<file path="src/rtl/fetch_stage.sv">
// -----------------------------------------------------------------------------
// fetch_stage
//   Instruction fetch controller. It issues one instruction-memory read at a
//   time, holds the returned word for the decoder until it is consumed, then
//   computes the next PC from the decoder's branch/jump selection.
//
//   State    | meaning
//   ---------+-------------------------------------------------------------
//   S_IDLE   | just out of reset, one cycle before the first request
//   S_REQ    | memory read outstanding at r_PC, waiting for i_MemAck
//   S_VALID  | o_Inst/o_PC presented to decoder, waiting for i_InstReady
//   S_FAULT  | misaligned next PC trapped; only reset leaves this state
//
// Ports
//   i_Clock      clock, rising edge
//   i_Reset      asynchronous active-low reset
//   o_MemReq     instruction-memory read request
//   o_MemAddr    fetch address (always equal to o_PC)
//   i_MemAck     memory acknowledge, i_MemData valid in the same cycle
//   i_MemData    instruction word from memory
//   o_Inst       instruction for the decoder
//   o_InstValid  o_Inst and o_PC are valid
//   i_InstReady  decoder consumes o_Inst this cycle
//   i_PCNextSel  00/11 PC+4, 01 PC+i_Offset, 10 (i_RS1Data+i_Offset)&~1
//   i_Offset     sign-extended branch/jump offset
//   i_RS1Data    base register for indirect jumps
//   o_PC         address of the current instruction
//   o_PC4        o_PC+4 for link writes
//   o_Fault      misaligned fetch target trapped
//
// Build option
//   FETCH_STAGE_MISALIGN_TRAP_EN  when defined, a next PC with bit1 set
//   traps into S_FAULT instead of being silently word-aligned.
// -----------------------------------------------------------------------------
module fetch_stage #(
    parameter logic [31:0] RESET_VECTOR = 32'h0000_0000
) (
    input  logic        i_Clock,
    input  logic        i_Reset,
    output logic        o_MemReq,
    output logic [31:0] o_MemAddr,
    input  logic        i_MemAck,
    input  logic [31:0] i_MemData,
    output logic [31:0] o_Inst,
    output logic        o_InstValid,
    input  logic        i_InstReady,
    input  logic [1:0]  i_PCNextSel,
    input  logic [31:0] i_Offset,
    input  logic [31:0] i_RS1Data,
    output logic [31:0] o_PC,
    output logic [31:0] o_PC4,
    output logic        o_Fault
);

    localparam logic [31:0] NOP = 32'h0000_0013;

    typedef enum logic [1:0] {
        S_IDLE  = 2'd0,
        S_REQ   = 2'd1,
        S_VALID = 2'd2,
        S_FAULT = 2'd3
    } state_t;

    state_t      r_State;
    state_t      w_NextState;
    logic [31:0] r_PC;
    logic [31:0] r_Inst;
    logic [31:0] w_PCTarget;
    logic [31:0] w_PCNext;
    logic        w_Misaligned;
    logic        w_LoadPC;
    logic        w_LoadInst;

    // Raw jump/branch target; arithmetic wraps modulo 2^32 naturally.
    always_comb begin
        w_PCTarget = r_PC + 32'd4;
        case (i_PCNextSel)
            2'b01:   w_PCTarget = r_PC + i_Offset;
            2'b10:   w_PCTarget = (i_RS1Data + i_Offset) & ~32'h0000_0001;
            default: w_PCTarget = r_PC + 32'd4;
        endcase
    end

    // Loaded PC is always word aligned; with the trap enabled a set bit1
    // never reaches r_PC because the FSM diverts to S_FAULT instead.
    assign w_PCNext = w_PCTarget & ~32'h0000_0003;

`ifdef FETCH_STAGE_MISALIGN_TRAP_EN
    assign w_Misaligned = w_PCTarget[1];
`else
    assign w_Misaligned = 1'b0;
`endif

    always_ff @(posedge i_Clock or negedge i_Reset) begin
        if (!i_Reset) begin
            r_State <= S_IDLE;
        end else begin
            r_State <= w_NextState;
        end
    end

    always_comb begin
        w_NextState = r_State;
        w_LoadPC    = 1'b0;
        w_LoadInst  = 1'b0;
        case (r_State)
            S_IDLE: begin
                w_NextState = S_REQ;
            end
            S_REQ: begin
                if (i_MemAck) begin
                    w_LoadInst  = 1'b1;
                    w_NextState = S_VALID;
                end
            end
            S_VALID: begin
                if (i_InstReady) begin
                    if (w_Misaligned) begin
                        w_NextState = S_FAULT;
                    end else begin
                        w_LoadPC    = 1'b1;
                        w_NextState = S_REQ;
                    end
                end
            end
            S_FAULT: begin
                w_NextState = S_FAULT;
            end
            default: begin
                w_NextState = S_IDLE;
            end
        endcase
    end

    always_ff @(posedge i_Clock or negedge i_Reset) begin
        if (!i_Reset) begin
            r_PC   <= RESET_VECTOR;
            r_Inst <= NOP;
        end else begin
            if (w_LoadPC) begin
                r_PC <= w_PCNext;
            end
            if (w_LoadInst) begin
                r_Inst <= i_MemData;
            end
        end
    end

    assign o_MemReq    = (r_State == S_REQ);
    assign o_MemAddr   = r_PC;
    assign o_PC        = r_PC;
    assign o_PC4       = r_PC + 32'd4;
    assign o_Inst      = r_Inst;
    assign o_InstValid = (r_State == S_VALID);

`ifdef FETCH_STAGE_MISALIGN_TRAP_EN
    assign o_Fault = (r_State == S_FAULT);
`else
    assign o_Fault = 1'b0;
`endif

endmodule

</file>
<file path="config.mk">
export PLATFORM = sky130hd
export DESIGN_NAME = fetch_stage
export DESIGN_NICKNAME = d
export VERILOG_FILES = /design/src/rtl/fetch_stage.sv
export SDC_FILE = /design/constraint.sdc
export NUM_CORES = 1
export LEC_CHECK = 0
export CAP_MARGIN = 20
export CORE_MARGIN = 2
export CORE_UTILIZATION = 47
export DETAILED_ROUTE_END_ITERATION = 8
export GPL_TIMING_DRIVEN = 0
export PLACE_DENSITY = 0.82
export REMOVE_ABC_BUFFERS = 1
export SYNTH_ARGS = -nofsm -noshare
export SYNTH_HDL_FRONTEND = slang
export SYNTH_SLANG_ARGS = --single-unit
</file>
<file path="constraint.sdc">
create_clock -name i_Clock -period 4 [get_ports i_Clock]
set_clock_uncertainty 0.2 [all_clocks]
set_input_delay 0.8 -clock i_Clock [delete_from_list [all_inputs] [get_ports i_Clock]]
set_output_delay 0.8 -clock i_Clock [all_outputs]
set_load 0.02 [all_outputs]
</file>
==> impl_metrics.yaml <==
global_route:
  grt-ovfl-total: 0
  grt_pass1_wl_mm: 34.6
  antenna_found_initial: 0
  grt_max_degree: 65
  grt_pass1_vias: 6531
  track_usage_pct: 27.2
floorplan:
  fp.dieW_um: 125
  num_rows: 44
  die-area_um2: 15500
  io_pins: 233
  start_util_pct: 47.5
  fp.dieH_um: 125
  fp.coreArea_um2: 14400
yosys:
  synth-seq-cells: 64
  ys.flop_type: "dfrtp_1"
  synthArstFlopShare_pct: 100
  synth_area_um2: 6830
  yosysSeqAreaShare_pct: 23.5
  synth_edf_count: 0
  ys_types: 70
  yosys_warnings: 0
  syn_inst: 826
  syn_avg_cell_area_um2: 8.26
sta:
  hold_violations: 0
  maxSlewHeadroom_pct: 43.1
  setup_ws_ns: 0.0335
  clock.fmax_mhz: 252
  slew_violations: 0
  rsz0062_at_grt: "yes"
  timing.final.crit_share_pct: 99.2
  finalCriticalPeriod_ns: 3.97
  worst_hold_slack_ns: 0.301
  worstMarginPinSlew_ns: 0.854
  setup_violations: 0
placement:
  pre_cts_ws_ns: -0.425
  io_buffers: 225
  placed_cell_area_um2: 8960
  gp_congestion: 0.961
  post-dp-hpwl_mm: 16.7
setup_path:
  path_cells: "clkdlybuf4s50_1 > ha_2 > fa_2 > a211oi_4 > o21ai_4 > a221oi_2 > o21ai_1 > a311o_2 > a221oi_4 > nor4b_1 > o31ai_1 > a31oi_1"
  r2r_cells: 11
  crit_fanout: 3
  end_kind: "flop"
  cp.required_ns: 3.98
  worst_setup_path_start_kind: "input pin"
  crit_path_top_delay_cell: "clkdlybuf4s50_1"
  worstPathArrival_ns: 3.95
  slowest_delay_ns: 0.44
  path_class: "input pin to flop"
routing:
  antenna_left: 0
  wl_mm: 21.7
  vias: 7068
  route.detailed.drc: 0
  drtIter0Drc: 499
  vias_per_cell: 5.93
  routedWlPerCell_um: 18.2
  dr.pass1.iters: 5
clock_network:
  cts_buffers: 9
  clock_latency_ns: 0.33
  clockBufferDepth: 2
  cts_tree: "built"
  cts_root_buf: "clkbuf_16"
  h-tree-depth: 3
  cts_hold_buf: 0
  path_clk_slew_ns: 0.06
  clock_sinks: 64
min_path:
  holdPathStages: 1
  worstHoldPathType: "flop to flop"
power:
  pwr_density_cell_nw_per_um2: 654
  ir_drop_mv: 0.306
  leakage_nw: 4.06
layout:
  fin_area_um2: 9420
  n_antenna_cell: 0
  fin_nets: 1168
  layout-area-overhead-vs-synth_pct: 38.0
  finish.utilization_pct: 65.6
  drive_above_1_share_pct: 9.13
flow_run:
  maxCapViolCount: 0
run_status:
  status: "complete, no violations"
path summary, 6_finish.rpt:
check,from,to,slack [ns]
worst min-delay path,o_Inst[20],o_Inst[20],0.30
max in group asynchronous,i_Reset,o_MemAddr[3],2.62
worst min register to register,o_Inst[20],o_Inst[20],0.30
worst max register to register,o_MemAddr[2],o_MemAddr[30],0.46
worst max-delay path,i_Offset[2],o_MemAddr[30],0.03
min in group asynchronous,i_Reset,o_Inst[15],0.36
stage by stage:
stage / instances / setup TNS (ns) / power, mW
finish: 1192 / 0 / 6.16
global route: 1192 / -0.0466 / 6.52
CTS: 1187 / -0.00183 / 6.10
detailed placement: 1169 / -2.56 / 5.24
global placement: 1167 / -15.21 / 5.14
floorplan: 758 / 0 / 3.57
cell usage after synthesis (3+ instances only):
master	number	area, µm²
o21ai_1	3	15.0
a31oi_1	16	100
nand3b_1	5	37.5
buf_4	37	278
and2_1	6	37.5
dfstp_2	3	78.8
ha_1	62	776
o21bai_1	6	45.0
a211o_1	3	26.3
o22ai_1	14	87.6
inv_1	22	82.6
o31a_1	3	26.3
xnor2_1	45	394
xor2_1	26	228
a21o_1	24	180
a221oi_1	9	78.8
or3_1	5	31.3
nor2b_1	7	43.8
o21a_1	14	105
nand2_1	65	244
nand2b_1	10	62.6
a211oi_1	11	82.6
nand3_1	35	175
a22oi_1	5	37.5
dfrtp_1	61	1530
o21ai_0	53	265
nor3_1	11	55.1
clkbuf_1	32	120
a221o_1	3	30.0
nor2_1	45	169
a21oi_1	63	315
o211ai_1	6	45.0
and3_1	20	125
nand4_1	14	87.6
buf_2	3	15.0
mux2_2	33	372
a22o_1	3	26.3
worst max-delay path, delay by kind of cell:
kind | cells | cell delay, ns
simple gates | 1 | 0.10
buf+inv | 1 | 0.44
compound gates | 8 | 1.95
fa+ha+maj | 2 | 0.66
report_power, final:
| part | leakage, nW | switching [mW] | internal, mW |
|---|---|---|---|
| Combinational | 3.13 | 2.07 | 1.91 |
| Clock | 0.152 | 0.284 | 0.561 |
| Sequential | 0.770 | 0.386 | 0.948 |
| Total | 4.06 | 2.74 | 3.42 |
repair_timing:
action,in CTS,in global routing
buffers inserted,2,4
endpoints found under the hold margin,0,0
cloned,0,0
pin swaps,3,6
setup endpoints to repair,15,20
gates resized for setup,10,13
routing by layer:
layer	vias up	global-route usage [%]	part of all wire, %
li1	3379	-	-
met1	3316	37.0	43
met2	330	45.0	47
met3	43	4.38	7.7
met4	0	7.07	1.9
met5	-	0	0
cell families (layout without fill, tap and decap cells):
| group | count (synthesis) | count (layout) | share of synthesized area (%) |
|---|---|---|---|
| AO/OA/AOI/OAI | 265 | 265 | 25.7 |
| AND/OR/NAND/NOR | 231 | 231 | 16.8 |
| flip-flops | 64 | 64 | 23.5 |
| adder cells (fa/ha/maj) | 63 | 63 | 11.7 |
| buffers and inverters | 96 | 272 | 7.37 |
| other | 1 | 7 | 0.0549 |
| XOR/XNOR | 71 | 71 | 9.11 |
| multiplexers | 35 | 35 | 5.74 |
cell type report:
cell class | count | area [µm²]
Fill cell | 1220 | 4950
Multi-Input combinational cell | 672 | 4790
Timing Repair Buffer | 234 | 2380
Sequential cell | 64 | 1610
Clock buffer | 11 | 243
Tap cell | 184 | 230
Inverter | 22 | 82.6
Clock inverter | 5 | 80.1
layout by cell type (no fill, tap or decap), types with 9 or more instances in the layout:
cell and instances:
clkdlybuf4s50_1 218, nand2_1 64, a21oi_1 63, ha_1 61, dfrtp_1 57, o21ai_0 53, xnor2_1 45, nor2_1 44
nand3_1 35, mux2_2 33, xor2_1 26, a21o_1 24, inv_1 22, and3_1 17, a31oi_1 16, nand4_1 14
o21a_1 14, o22ai_1 14, a211oi_1 11, nor3_1 11, nand2b_1 10, a221oi_1 9, clkbuf_16 9
state kept, by name, indices dropped and copies added (netlist names):
register   flops
r_State        2
o_Inst        32
o_MemAddr     30
(Power assumes the default switching activity.)
